**config.mk**
```make
export PLATFORM = sky130hd
export DESIGN_NAME = uart_core_param
export DESIGN_NICKNAME = d
export VERILOG_FILES = /design/src/rtl/uart_core_param.sv
export SDC_FILE = /design/constraint.sdc
export NUM_CORES = 1
export LEC_CHECK = 0
export BUFFER_PORTS_ARGS = -buffer_cell sky130_fd_sc_hd__buf_2
export CAP_MARGIN = 25
export CORE_ASPECT_RATIO = 0.5
export CORE_MARGIN = 3
export CORE_UTILIZATION = 53
export CTS_CLUSTER_SIZE = 40
export DETAILED_ROUTE_END_ITERATION = 8
export PLACE_DENSITY_LB_ADDON = 0.12
export SETUP_SLACK_MARGIN = 0.05
export SYNTH_ARGS = -nofsm -noshare
export SYNTH_HDL_FRONTEND = slang
export SYNTH_SLANG_ARGS = --single-unit
```
**constraint.sdc**
```tcl
create_clock -name sysclk -period 1.9 [get_ports sysclk]
set_input_delay 0.19 -clock sysclk [delete_from_list [all_inputs] [get_ports sysclk]]
set_output_delay 0.19 -clock sysclk [all_outputs]
set_load 0.01 [all_outputs]
```
**src/rtl/uart_core_param.sv**
```systemverilog
// ---------------------------------------------------------------------------
// uart_core_param
//   Full-duplex UART core with configurable data width, oversample ratio,
//   parity and stop bits. Byte-side traffic uses valid/ready handshakes.
//   The receiver rejects start-bit glitches and reports framing, parity and
//   overrun conditions.
//
// Parameters
//   DATA_BITS  data bits per frame (5..9)
//   OVS        sysclk cycles per serial bit (>= 4)
//   PARITY_EN  1 = append / check a parity bit
//   PARITY_ODD 1 = odd parity, 0 = even parity
//   STOP_BITS  transmitted stop bits (1 or 2); RX checks the first only
//
// Ports
//   sysclk          system clock
//   sysrstl         asynchronous active-low reset
//   tx_o            serial transmit line, idles high
//   tx_valid_i      transmit word offered
//   tx_data_i       transmit word
//   tx_ready_o      transmitter idle, word can be accepted
//   rx_i            serial receive line (asynchronous to sysclk)
//   rx_data_o       received word
//   rx_valid_o      received word held
//   rx_ready_i      consumer accepts the held word
//   rx_frame_err_o  first stop bit sampled low; qualifies rx_data_o
//   rx_parity_err_o parity mismatch; qualifies rx_data_o
//   rx_overrun_o    one-cycle pulse when an unread word is overwritten
// ---------------------------------------------------------------------------
module uart_core_param #(
  parameter int DATA_BITS  = 8,
  parameter int OVS        = 16,
  parameter int PARITY_EN  = 0,
  parameter int PARITY_ODD = 0,
  parameter int STOP_BITS  = 1
) (
  input  logic                 sysclk,
  input  logic                 sysrstl,
  output logic                 tx_o,
  input  logic                 tx_valid_i,
  input  logic [DATA_BITS-1:0] tx_data_i,
  output logic                 tx_ready_o,
  input  logic                 rx_i,
  output logic [DATA_BITS-1:0] rx_data_o,
  output logic                 rx_valid_o,
  input  logic                 rx_ready_i,
  output logic                 rx_frame_err_o,
  output logic                 rx_parity_err_o,
  output logic                 rx_overrun_o
);

  localparam int CW = $clog2(OVS);
  localparam int IW = $clog2(DATA_BITS + 1);

  localparam logic [CW-1:0] BIT_LAST  = CW'(OVS - 1);
  localparam logic [CW-1:0] MID_START = CW'(OVS / 2 - 1);
  localparam logic [IW-1:0] IDX_LAST  = IW'(DATA_BITS - 1);
  localparam logic          STOP_LAST = (STOP_BITS == 2);
  localparam logic          ODD_SENSE = (PARITY_ODD != 0);

  typedef enum logic [2:0] {
    ST_IDLE,
    ST_START,
    ST_DATA,
    ST_PARITY,
    ST_STOP
  } uartState_t;

  // Parity bit that accompanies a data word on the line.
  function automatic logic parityOf(input logic [DATA_BITS-1:0] word);
    return (^word) ^ ODD_SENSE;
  endfunction

  // -------------------------------------------------------------------------
  // Transmitter
  // -------------------------------------------------------------------------
  uartState_t           txState;
  logic [CW-1:0]        txCnt;
  logic [IW-1:0]        txIdx;
  logic                 txStopIdx;
  logic [DATA_BITS-1:0] txShift;
  logic                 txParity;
  logic                 txLine;
  logic                 txReady;

  always_ff @(posedge sysclk or negedge sysrstl) begin
    if (!sysrstl) begin
      txState   <= ST_IDLE;
      txCnt     <= '0;
      txIdx     <= '0;
      txStopIdx <= 1'b0;
      txShift   <= '0;
      txParity  <= 1'b0;
      txLine    <= 1'b1;
      txReady   <= 1'b1;
    end else begin
      case (txState)
        ST_IDLE: begin
          // Start bit is driven from the very next cycle.
          if (tx_valid_i) begin
            txShift  <= tx_data_i;
            txParity <= parityOf(tx_data_i);
            txLine   <= 1'b0;
            txReady  <= 1'b0;
            txCnt    <= '0;
            txState  <= ST_START;
          end
        end
        ST_START: begin
          if (txCnt == BIT_LAST) begin
            txCnt   <= '0;
            txIdx   <= '0;
            txLine  <= txShift[0];
            txShift <= txShift >> 1;
            txState <= ST_DATA;
          end else begin
            txCnt <= txCnt + 1'b1;
          end
        end
        ST_DATA: begin
          if (txCnt == BIT_LAST) begin
            txCnt <= '0;
            if (txIdx == IDX_LAST) begin
              if (PARITY_EN != 0) begin
                txLine  <= txParity;
                txState <= ST_PARITY;
              end else begin
                txLine    <= 1'b1;
                txStopIdx <= 1'b0;
                txState   <= ST_STOP;
              end
            end else begin
              txIdx   <= txIdx + 1'b1;
              txLine  <= txShift[0];
              txShift <= txShift >> 1;
            end
          end else begin
            txCnt <= txCnt + 1'b1;
          end
        end
        ST_PARITY: begin
          if (txCnt == BIT_LAST) begin
            txCnt     <= '0;
            txLine    <= 1'b1;
            txStopIdx <= 1'b0;
            txState   <= ST_STOP;
          end else begin
            txCnt <= txCnt + 1'b1;
          end
        end
        ST_STOP: begin
          if (txCnt == BIT_LAST) begin
            txCnt <= '0;
            if (txStopIdx == STOP_LAST) begin
              // Ready rises here, so consecutive words always see one
              // idle-high cycle between the last stop bit and the next start.
              txReady <= 1'b1;
              txState <= ST_IDLE;
            end else begin
              txStopIdx <= 1'b1;
            end
          end else begin
            txCnt <= txCnt + 1'b1;
          end
        end
        default: begin
          txState <= ST_IDLE;
          txLine  <= 1'b1;
          txReady <= 1'b1;
        end
      endcase
    end
  end

  assign tx_o       = txLine;
  assign tx_ready_o = txReady;

  // -------------------------------------------------------------------------
  // Receiver: synchroniser, bit FSM, delivery
  // -------------------------------------------------------------------------
  logic rxMeta;
  logic rxSync;

  always_ff @(posedge sysclk or negedge sysrstl) begin
    if (!sysrstl) begin
      rxMeta <= 1'b1;
      rxSync <= 1'b1;
    end else begin
      rxMeta <= rx_i;
      rxSync <= rxMeta;
    end
  end

  uartState_t           rxState;
  logic [CW-1:0]        rxCnt;
  logic [IW-1:0]        rxIdx;
  logic [DATA_BITS-1:0] rxShift;
  logic                 rxAcc;
  logic                 rxParErr;
  logic                 rxDeliver;

  always_ff @(posedge sysclk or negedge sysrstl) begin
    if (!sysrstl) begin
      rxState  <= ST_IDLE;
      rxCnt    <= '0;
      rxIdx    <= '0;
      rxShift  <= '0;
      rxAcc    <= 1'b0;
      rxParErr <= 1'b0;
    end else begin
      case (rxState)
        ST_IDLE: begin
          if (!rxSync) begin
            rxCnt   <= '0;
            rxState <= ST_START;
          end
        end
        ST_START: begin
          // Mid-start check: a line already back high was only a glitch.
          if (rxCnt == MID_START) begin
            rxCnt <= '0;
            if (rxSync) begin
              rxState <= ST_IDLE;
            end else begin
              rxIdx    <= '0;
              rxAcc    <= 1'b0;
              rxParErr <= 1'b0;
              rxState  <= ST_DATA;
            end
          end else begin
            rxCnt <= rxCnt + 1'b1;
          end
        end
        ST_DATA: begin
          if (rxCnt == BIT_LAST) begin
            rxCnt   <= '0;
            rxShift <= {rxSync, rxShift[DATA_BITS-1:1]};
            rxAcc   <= rxAcc ^ rxSync;
            if (rxIdx == IDX_LAST) begin
              rxState <= (PARITY_EN != 0) ? ST_PARITY : ST_STOP;
            end else begin
              rxIdx <= rxIdx + 1'b1;
            end
          end else begin
            rxCnt <= rxCnt + 1'b1;
          end
        end
        ST_PARITY: begin
          if (rxCnt == BIT_LAST) begin
            rxCnt    <= '0;
            rxParErr <= (rxAcc ^ rxSync) != ODD_SENSE;
            rxState  <= ST_STOP;
          end else begin
            rxCnt <= rxCnt + 1'b1;
          end
        end
        ST_STOP: begin
          if (rxCnt == BIT_LAST) begin
            rxCnt   <= '0;
            rxState <= ST_IDLE;
          end else begin
            rxCnt <= rxCnt + 1'b1;
          end
        end
        default: begin
          rxState <= ST_IDLE;
          rxCnt   <= '0;
        end
      endcase
    end
  end

  // The stop-bit sample completes the frame; outputs load on that edge.
  assign rxDeliver = (rxState == ST_STOP) && (rxCnt == BIT_LAST);

  logic [DATA_BITS-1:0] rxData;
  logic                 rxValid;
  logic                 rxFrameErr;
  logic                 rxParityErr;
  logic                 rxOverrun;

  always_ff @(posedge sysclk or negedge sysrstl) begin
    if (!sysrstl) begin
      rxData      <= '0;
      rxValid     <= 1'b0;
      rxFrameErr  <= 1'b0;
      rxParityErr <= 1'b0;
      rxOverrun   <= 1'b0;
    end else begin
      rxOverrun <= 1'b0;
      if (rxDeliver) begin
        // A held word not being taken this cycle is lost.
        rxData      <= rxShift;
        rxFrameErr  <= ~rxSync;
        rxParityErr <= rxParErr;
        rxValid     <= 1'b1;
        rxOverrun   <= rxValid & ~rx_ready_i;
      end else if (rxValid && rx_ready_i) begin
        rxValid     <= 1'b0;
        rxFrameErr  <= 1'b0;
        rxParityErr <= 1'b0;
      end
    end
  end

  assign rx_data_o       = rxData;
  assign rx_valid_o      = rxValid;
  assign rx_frame_err_o  = rxFrameErr;
  assign rx_parity_err_o = rxParityErr;
  assign rx_overrun_o    = rxOverrun;

endmodule

```
==> metrics.log, run 1 <==
INFO  metric synth_area_leader_cell = sky130_fd_sc_hd__dfrtp_1
INFO  metric synth_seq_cells = 56
INFO  metric route.antenna.remaining_nets = 0
INFO  metric portBuffers = 26
INFO  metric hold_viol_final = 0
INFO  metric clock-root-buffer = sky130_fd_sc_hd__clkbuf_8
INFO  metric grt_start_max_net_pins = 36
INFO  metric number_of_setup_violations_in_the_final_report = 0
INFO  metric cts_tree = built
INFO  metric synth_adder_area_share = 1.78%
INFO  metric vias_per_cell = 5.76
INFO  metric fp.dieArea = 0.00625 mm2
INFO  metric hold_path.class = in -> reg
INFO  metric edff_count_synth = 0
INFO  metric power_density = 860 mW/mm2
INFO  metric max_cap_viol_count = 0
INFO  metric detailroute.via_count = 2095
INFO  metric drt-total-wl = 5.31 mm
INFO  metric worst_ep_required_time = 2.10 ns
INFO  metric final.min_clock_period = 1.72 ns
INFO  metric dp_hpwl = 3.75 mm
INFO  metric clock_sinks = 56
INFO  metric synthXorXnorAreaFrac = 1.25%
INFO  metric drive_above_1_share = 29.3%
INFO  metric mappedNetlistArea = 0.00280 mm2
INFO  metric area_growth = 14.5%
INFO  metric ys.warnings.count = 0
INFO  metric antenna_found_initial = 0
INFO  metric finished_layout_cells = 364
INFO  metric placedCellCount = 353
INFO  metric final_net_count = 310
INFO  metric timing_limited_maximum_frequency = 0.583 GHz
INFO  metric yosysUniqueCellTypes = 58
INFO  metric worst_hold_margin = 0.136 ns
INFO  metric grt_usage = 18.9%
INFO  metric synth.yosys.seq_area_share = 50.2%
INFO  metric rsz0062_at_grt = no
INFO  metric antennaDiodeCount = 0
INFO  metric synth-compound-area-share = 14.3%
INFO  metric drcViolationCount = 0
INFO  metric syn-mean-instance-area = 11.0 um2
INFO  metric crit_path_max_fanout = 5
INFO  metric number_of_buffers_created_by_cts = 5
INFO  metric num-fill-cells = 406
INFO  metric cp-start-kind = flop
INFO  metric clk_pin_slew_worst_paths = 0.10 ns
INFO  metric timing.final.crit_share = 90.3%
INFO  metric dpl_worst_slack = 0.169 ns
INFO  metric mux_cell_area_share_after_synthesis = 13.2%
INFO  metric main_combinational_cell_family_by_area_after_synthesis = simple AND/OR/NAND/NOR gates
INFO  metric first_pass_grt_wire_length = 9.25 mm
INFO  metric final.setup.tns = 0 ns
INFO  metric ctsLongestPathBuffers = 2
INFO  metric max_slew.worst_pin.slew = 0.553 ns
INFO  metric final.setup_skew = 0.00554 ns
INFO  metric die_height = 57.4 um
INFO  metric post_synth_and_or_nand_nor_area_fraction = 16.2%
INFO  metric timing.slew.headroom = 63.1%
INFO  metric cts_max_level = 2
INFO  metric synth.top_cells.by_area = sky130_fd_sc_hd__dfrtp_1 (46%), sky130_fd_sc_hd__mux2_2 (11%), sky130_fd_sc_hd__dfstp_2 (3.7%)
INFO  metric dr.pass1.iters = 4
INFO  metric most_instantiated_flip_flop_cell_in_the_synthesis_netlist = sky130_fd_sc_hd__dfrtp_1
INFO  metric clock_latency_of_the_later_clocked_register_in_the_worst_skew_pair = 0.31 ns
INFO  metric worst_vdd_rail_ir_drop = 0.715 mV
INFO  metric cellLeakagePower = 1.50 nW
INFO  metric drt_first_iter_violations = 103
INFO  metric crit_path_category = reg -> reg
INFO  metric first_global_vias = 2102
INFO  metric fin_total_pwr = 2.76 mW
INFO  metric cts_repair_resize_count = 0
INFO  metric status = complete, no violations
INFO  metric routed_wire_length_per_instance = 14.6 um
INFO  metric layout_setup_ws = 0.184 ns
INFO  metric synth_cells = 256
INFO  metric core.rowCount = 18
INFO  metric finalMaxSlewViolations = 0
INFO  metric initial_core_util = 55.8%
INFO  metric io_pins = 27
INFO  metric core_area = 0.00502 mm2
INFO  metric setup.worst_path.end_class = flop
INFO  metric yosys.area.top_type_share = 46.4%
INFO  metric place.gp.congestion = 0.832
INFO  metric crit_arrival = 1.92 ns
INFO  metric post_synthesis_net_count = 273
INFO  metric grt.overflow.total = 0
INFO  metric postSynth.asyncResetShare = 100%
INFO  metric dieWidth = 109 um
[synth_stat cells (2+ instances only)]
master,number
sky130_fd_sc_hd__a31oi_1,3
sky130_fd_sc_hd__nand2b_1,2
sky130_fd_sc_hd__nand3_1,14
sky130_fd_sc_hd__and3_1,5
sky130_fd_sc_hd__o21ai_0,14
sky130_fd_sc_hd__clkbuf_1,4
sky130_fd_sc_hd__o31ai_1,3
sky130_fd_sc_hd__and2_1,2
sky130_fd_sc_hd__mux2_1,4
sky130_fd_sc_hd__o22ai_1,2
sky130_fd_sc_hd__a21boi_0,4
sky130_fd_sc_hd__dfstp_2,4
sky130_fd_sc_hd__dfrtp_1,52
sky130_fd_sc_hd__ha_1,4
sky130_fd_sc_hd__nor2_1,15
sky130_fd_sc_hd__nor2_2,2
sky130_fd_sc_hd__buf_2,7
sky130_fd_sc_hd__inv_1,6
sky130_fd_sc_hd__nor4b_1,2
sky130_fd_sc_hd__nor3b_1,2
sky130_fd_sc_hd__nor3_1,2
sky130_fd_sc_hd__xnor2_1,2
sky130_fd_sc_hd__xor2_1,2
sky130_fd_sc_hd__a2bb2oi_1,2
sky130_fd_sc_hd__a22o_1,2
sky130_fd_sc_hd__mux2_2,28
sky130_fd_sc_hd__nand2_1,21
sky130_fd_sc_hd__or3_1,3
sky130_fd_sc_hd__buf_4,2
sky130_fd_sc_hd__a211oi_1,5
sky130_fd_sc_hd__nor2b_1,4
sky130_fd_sc_hd__a21oi_1,6
[sequential cells by signal, indices dropped and copies added, names as in the netlist, 3 cells and up]
signal and count:
rxShift 8, rx_data_o 8, txShift 8, rxCnt 4, rxIdx 4, txCnt 4
txIdx 4, rxState 3, txState 3
[final cells by class]
| class | count | area, um2 | area share (%) |
|---|---|---|---|
| Timing Repair Buffer | 43 | 275 | 8.58 |
| Multi-Input combinational cell | 181 | 1310 | 40.8 |
| Sequential cell | 56 | 1410 | 43.8 |
| Tap cell | 70 | 87.6 | 2.73 |
| Clock buffer | 6 | 72.6 | 2.26 |
| Clock inverter | 2 | 35.0 | 1.09 |
| Inverter | 6 | 22.5 | 0.702 |
[cells in the final DEF (no fill, tap or decap), types with 3 or more instances in the layout]
cell type / netlist / routed
sky130_fd_sc_hd__buf_4: 2 / 14
sky130_fd_sc_hd__o21ai_0: 14 / 14
sky130_fd_sc_hd__and3_1: 5 / 5
sky130_fd_sc_hd__nor2_1: 15 / 15
sky130_fd_sc_hd__mux2_1: 4 / 4
sky130_fd_sc_hd__a211oi_1: 5 / 5
sky130_fd_sc_hd__nand2_1: 21 / 21
sky130_fd_sc_hd__a31oi_1: 3 / 3
sky130_fd_sc_hd__buf_2: 7 / 26
sky130_fd_sc_hd__nand3_1: 14 / 14
sky130_fd_sc_hd__or3_1: 3 / 3
sky130_fd_sc_hd__o31ai_1: 3 / 3
sky130_fd_sc_hd__dfrtp_1: 52 / 52
sky130_fd_sc_hd__nor2b_1: 4 / 4
sky130_fd_sc_hd__a21oi_1: 6 / 6
sky130_fd_sc_hd__dfstp_2: 4 / 4
sky130_fd_sc_hd__mux2_2: 28 / 28
sky130_fd_sc_hd__clkbuf_8: 0 / 5
sky130_fd_sc_hd__a21boi_0: 4 / 4
sky130_fd_sc_hd__ha_1: 4 / 4
sky130_fd_sc_hd__inv_1: 6 / 6
[repair_timing]
item / CTS / global route
endpoints found under the setup margin: 0 / 5
buffers inserted: 0 / 1
hold buffers: 2 / 0
hold endpoints to repair: 20 / 0
[path summary, 6_finish.rpt]
path / startpoint / to / slack [ns] / cells past startpoint
worst min-delay path: rx_ready_i / rx_overrun_o / 0.14 / 3
worst min register to register: rxMeta / rxSync / 0.36 / 0
min in group asynchronous: sysrstl / txShift[6] / 0.38 / 2
worst max register to register: rxState[0] / rxIdx[0] / 0.18 / 4
worst max-delay path: rxState[0] / rxIdx[0] / 0.18 / 4
max in group asynchronous: sysrstl / rxSync / 0.86 / 3
[cell families (layout without fill, tap and decap cells)]
group	Yosys count	in the layout
AND/OR/NAND/NOR	84	84
multiplexers	33	33
XOR/XNOR	4	4
AO/OA/AOI/OAI	56	56
buffers and inverters	19	57
adder cells (fa/ha/maj)	4	4
flip-flops	56	56
[through the flow]
stage	area (um2)	util [%]
floorplan	2800	-
global placement	3070	61.2
finish	3210	63.9
global route	3210	63.9
detailed placement	3070	61.2
CTS	3200	63.8
[layer usage]
metal / global-route usage [%] / up-vias / wire length, um / share of wire (%)
li1: - / 1006 / - / -
met1: 23.1 / 1043 / 2400 / 45
met2: 32.2 / 40 / 2630 / 50
met3: 6.21 / 6 / 224 / 4.2
met4: 5.58 / 0 / 55 / 1.0
met5: 0 / - / 0 / 0
[power by group]
group / internal, mW / leakage [nW] / total (mW) / switching [mW]
sequential: 1.28 / 0.718 / 1.38 / 0.0949
clock: 0.392 / 0.0552 / 0.768 / 0.376
combinational: 0.282 / 0.728 / 0.612 / 0.330
[worst max-delay path, cell delays in order, from the launching register on]
cell and delay (ns):
sky130_fd_sc_hd__dfrtp_1 0.46, sky130_fd_sc_hd__nor3b_4 0.32, sky130_fd_sc_hd__a32oi_2 0.13, sky130_fd_sc_hd__or3_1 0.42, sky130_fd_sc_hd__mux2_2 0.28
Power figures use the tool's default switching activity.
==> inputs of run 2 (changes only) <==
--- a/config.mk
+++ b/config.mk
@@ -7,12 +7,15 @@
 export LEC_CHECK = 0
 export BUFFER_PORTS_ARGS = -buffer_cell sky130_fd_sc_hd__buf_2
 export CAP_MARGIN = 25
+export CELL_PAD_IN_SITES_DETAIL_PLACEMENT = 0
+export CELL_PAD_IN_SITES_GLOBAL_PLACEMENT = 1
 export CORE_ASPECT_RATIO = 0.5
 export CORE_MARGIN = 3
-export CORE_UTILIZATION = 53
+export CORE_UTILIZATION = 42
 export CTS_CLUSTER_SIZE = 40
 export DETAILED_ROUTE_END_ITERATION = 8
 export PLACE_DENSITY_LB_ADDON = 0.12
+export REMOVE_ABC_BUFFERS = 1
 export SETUP_SLACK_MARGIN = 0.05
 export SYNTH_ARGS = -nofsm -noshare
 export SYNTH_HDL_FRONTEND = slang
==> metrics.log, run 2 (synthesis gave the netlist of run 1 again) <==
INFO  metric crit_path_category = reg -> reg
INFO  metric first_pass_grt_wire_length = 10.0 mm (+8.3%)
INFO  metric core.rowCount = 20 (+2)
INFO  metric dp_hpwl = 4.08 mm (+8.7%)
INFO  metric pwr-share-seq = 47.7% (-2.3 points)
INFO  metric dieWidth = 122 um (+12%)
INFO  metric clk_pin_slew_worst_paths = 0.07 ns (-0.03 ns)
INFO  metric drt-total-wl = 5.55 mm (+4.5%)
INFO  metric fp.dieArea = 0.00775 mm2 (+24%)
INFO  metric drcViolationCount = 0 (unchanged)
INFO  metric number_of_buffers_created_by_cts = 5 (unchanged)
INFO  metric first_global_vias = 2123 (+1.0%)
INFO  metric grt_usage = 16.1% (-2.7 points)
INFO  metric power_density = 886 mW/mm2 (+3.1%)
INFO  metric cts_max_level = 2 (unchanged)
INFO  metric status = complete, no violations
INFO  metric place.gp.congestion = 0.767 (-7.8%)
INFO  metric die_height = 63.8 um (+11%)
INFO  metric cell_internal_pwr = 2.12 mW (+8.5%)
INFO  metric cts_repair_resize_count = 0 (unchanged)
INFO  metric combPwrFrac = 21.3% (-0.9 points)
INFO  metric clock_latency_of_the_later_clocked_register_in_the_worst_skew_pair = 0.29 ns (-0.02 ns)
INFO  metric hold_viol_final = 0 (unchanged)
INFO  metric ctsLongestPathBuffers = 2 (unchanged)
INFO  metric worst_ep_required_time = 2.07 ns (-0.03 ns)
INFO  metric antennaDiodeCount = 0 (unchanged)
INFO  metric area_growth = 18.3%
INFO  metric final.min_clock_period = 1.72 ns (+0.000464 ns)
INFO  metric rsz0062_at_grt = no
INFO  metric postPlaceCellArea = 0.00315 mm2 (+2.4%)
INFO  metric cp-start-kind = flop
INFO  metric timing_limited_maximum_frequency = 0.583 GHz (about the same)
INFO  metric p_switching = 0.815 mW (+1.8%)
INFO  metric portBuffers = 26 (unchanged)
INFO  metric final.setup_skew = 0.00384 ns (-0.00170 ns)
INFO  metric number_of_setup_violations_in_the_final_report = 0 (unchanged)
INFO  metric io_pins = 27 (unchanged)
INFO  metric max_cap_viol_count = 0 (unchanged)
INFO  metric post-route-cell-area = 0.00332 mm2 (+3.3%)
INFO  metric setup.worst_path.end_class = flop
INFO  metric antenna_found_initial = 0 (unchanged)
INFO  metric sw_frac_of_total = 27.7% (-1.3 points)
INFO  metric grt.overflow.total = 0 (unchanged)
INFO  metric cellLeakagePower = 1.55 nW (+3.0%)
INFO  metric crit_family = flip-flops
INFO  metric fin_total_pwr = 2.94 mW (+6.5%)
INFO  metric cts_tree = built
INFO  metric crit_path_slowest_cell = sky130_fd_sc_hd__dfrtp_1
INFO  metric route.antenna.remaining_nets = 0 (unchanged)
INFO  metric crit_chain = ha_1 > and3_1 > nand3_1 > a21oi_4 > mux2_2
INFO  metric post-cts-setup-buffer-count = 0 (unchanged)
INFO  metric clock_sinks = 56 (unchanged)
INFO  metric critical_path.n_buffers_inverters = 0 (unchanged)
INFO  metric layout.cells.most_common = sky130_fd_sc_hd__dfrtp_1
INFO  metric max_stage_delay = 0.44 ns (-0.02 ns)
INFO  metric final_net_count = 316 (+1.9%)
INFO  metric drt_first_iter_violations = 111 (+7.8%)
INFO  metric drive_above_1_share = 30.3% (+1.1 points)
INFO  metric finalMaxSlewViolations = 0 (unchanged)
INFO  metric vias_per_cell = 5.34 (-7.2%)
INFO  metric final.setup.tns = 0 ns (unchanged)
INFO  metric timing.final.crit_share = 90.3% (about the same)
INFO  metric dr.pass1.iters = 4 (unchanged)
INFO  metric final_cell_mix = sky130_fd_sc_hd__dfrtp_1 (52), sky130_fd_sc_hd__mux2_2 (28), sky130_fd_sc_hd__buf_2 (26)
INFO  metric initial_core_util = 44.8% (-11 points)
INFO  metric crit_path_max_fanout = 8 (+3)
INFO  metric power_frac_clock = 31.0% (+3.2 points)
INFO  metric detailroute.via_count = 2073 (-1.1%)
INFO  metric grt_start_max_net_pins = 27 (-25%)
INFO  metric core_area = 0.00626 mm2 (+25%)
INFO  metric hold_path.class = in -> reg
INFO  metric timing.slew.headroom = 56.9% (-6.2 points)
INFO  metric clock-root-buffer = sky130_fd_sc_hd__clkbuf_16
INFO  metric worst_vdd_rail_ir_drop = 0.401 mV (-44%)
INFO  metric routed_wire_length_per_instance = 14.3 um (-2.0%)
INFO  metric max_slew.worst_pin.slew = 0.646 ns (+0.0934 ns)
INFO  metric crit_arrival = 1.89 ns (-0.03 ns)
run 2: power by group through the flow:
stage | registers, mW | clock network, mW | logic [mW]
floorplan | 1.43 | 0 | 0.375
global placement | 1.42 | 0 | 0.621
detailed placement | 1.42 | 0 | 0.626
CTS | 1.40 | 0.948 | 0.631
global route | 1.42 | 1.02 | 0.703
finish | 1.40 | 0.909 | 0.627
run 2: worst paths after layout:
kind	end	slack [ns]	startpoint	cells after the start
worst max-delay path	txShift[0]	0.18	txCnt[0]	5
worst min-delay path	rx_overrun_o	0.17	rx_ready_i	3
worst max register to register	txShift[0]	0.18	txCnt[0]	5
worst min register to register	rxSync	0.36	rxMeta	0
max in group asynchronous	txIdx[3]	0.86	sysrstl	3
min in group asynchronous	txShift[1]	0.47	sysrstl	2
run 2: layer usage:
metal | vias up | GRT usage, % | wire length [um]
met4 | 0 | 4.19 | 34
met3 | 4 | 4.24 | 104
met1 | 1034 | 20.2 | 2650
li1 | 1021 | - | -
met2 | 14 | 28.0 | 2760
met5 | - | 0 | 0
run 2: final cells by class:
cell class / instances / area [um2]
clock buffers: 8 / 146
repair buffers: 49 / 320
multi-input cells: 181 / 1310
well taps: 88 / 110
fillers: 566 / 2940
inverters: 6 / 22.5
flip-flops and latches: 56 / 1410
run 2: tightest hold or removal path: stages:
cell and delay (ns):
sky130_fd_sc_hd__buf_2 0.08, sky130_fd_sc_hd__nand2b_1 0.11, sky130_fd_sc_hd__nor2_1 0.04
run 2: what timing repair did:
item	CTS	global route
hold buffers	2	0
endpoints found under the hold margin	21	0
setup endpoints to repair	0	0
run 2: stage by stage:
| stage | hold slack, ns | setup slack, ns | utilization [%] | std cells |
|---|---|---|---|---|
| 4_1_cts | 0.159 | 0.176 | 53.0 | 388 |
| 3_3_place_gp | 0.240 | 0.202 | 50.3 | 378 |
| 6_report | 0.170 | 0.184 | 53.0 | 388 |
| 5_1_grt | 0.184 | 0.0645 | 53.0 | 388 |
| 2_1_floorplan | -0.106 | 0.0554 | - | 243 |
| 3_5_place_dp | 0.251 | 0.185 | 50.3 | 378 |
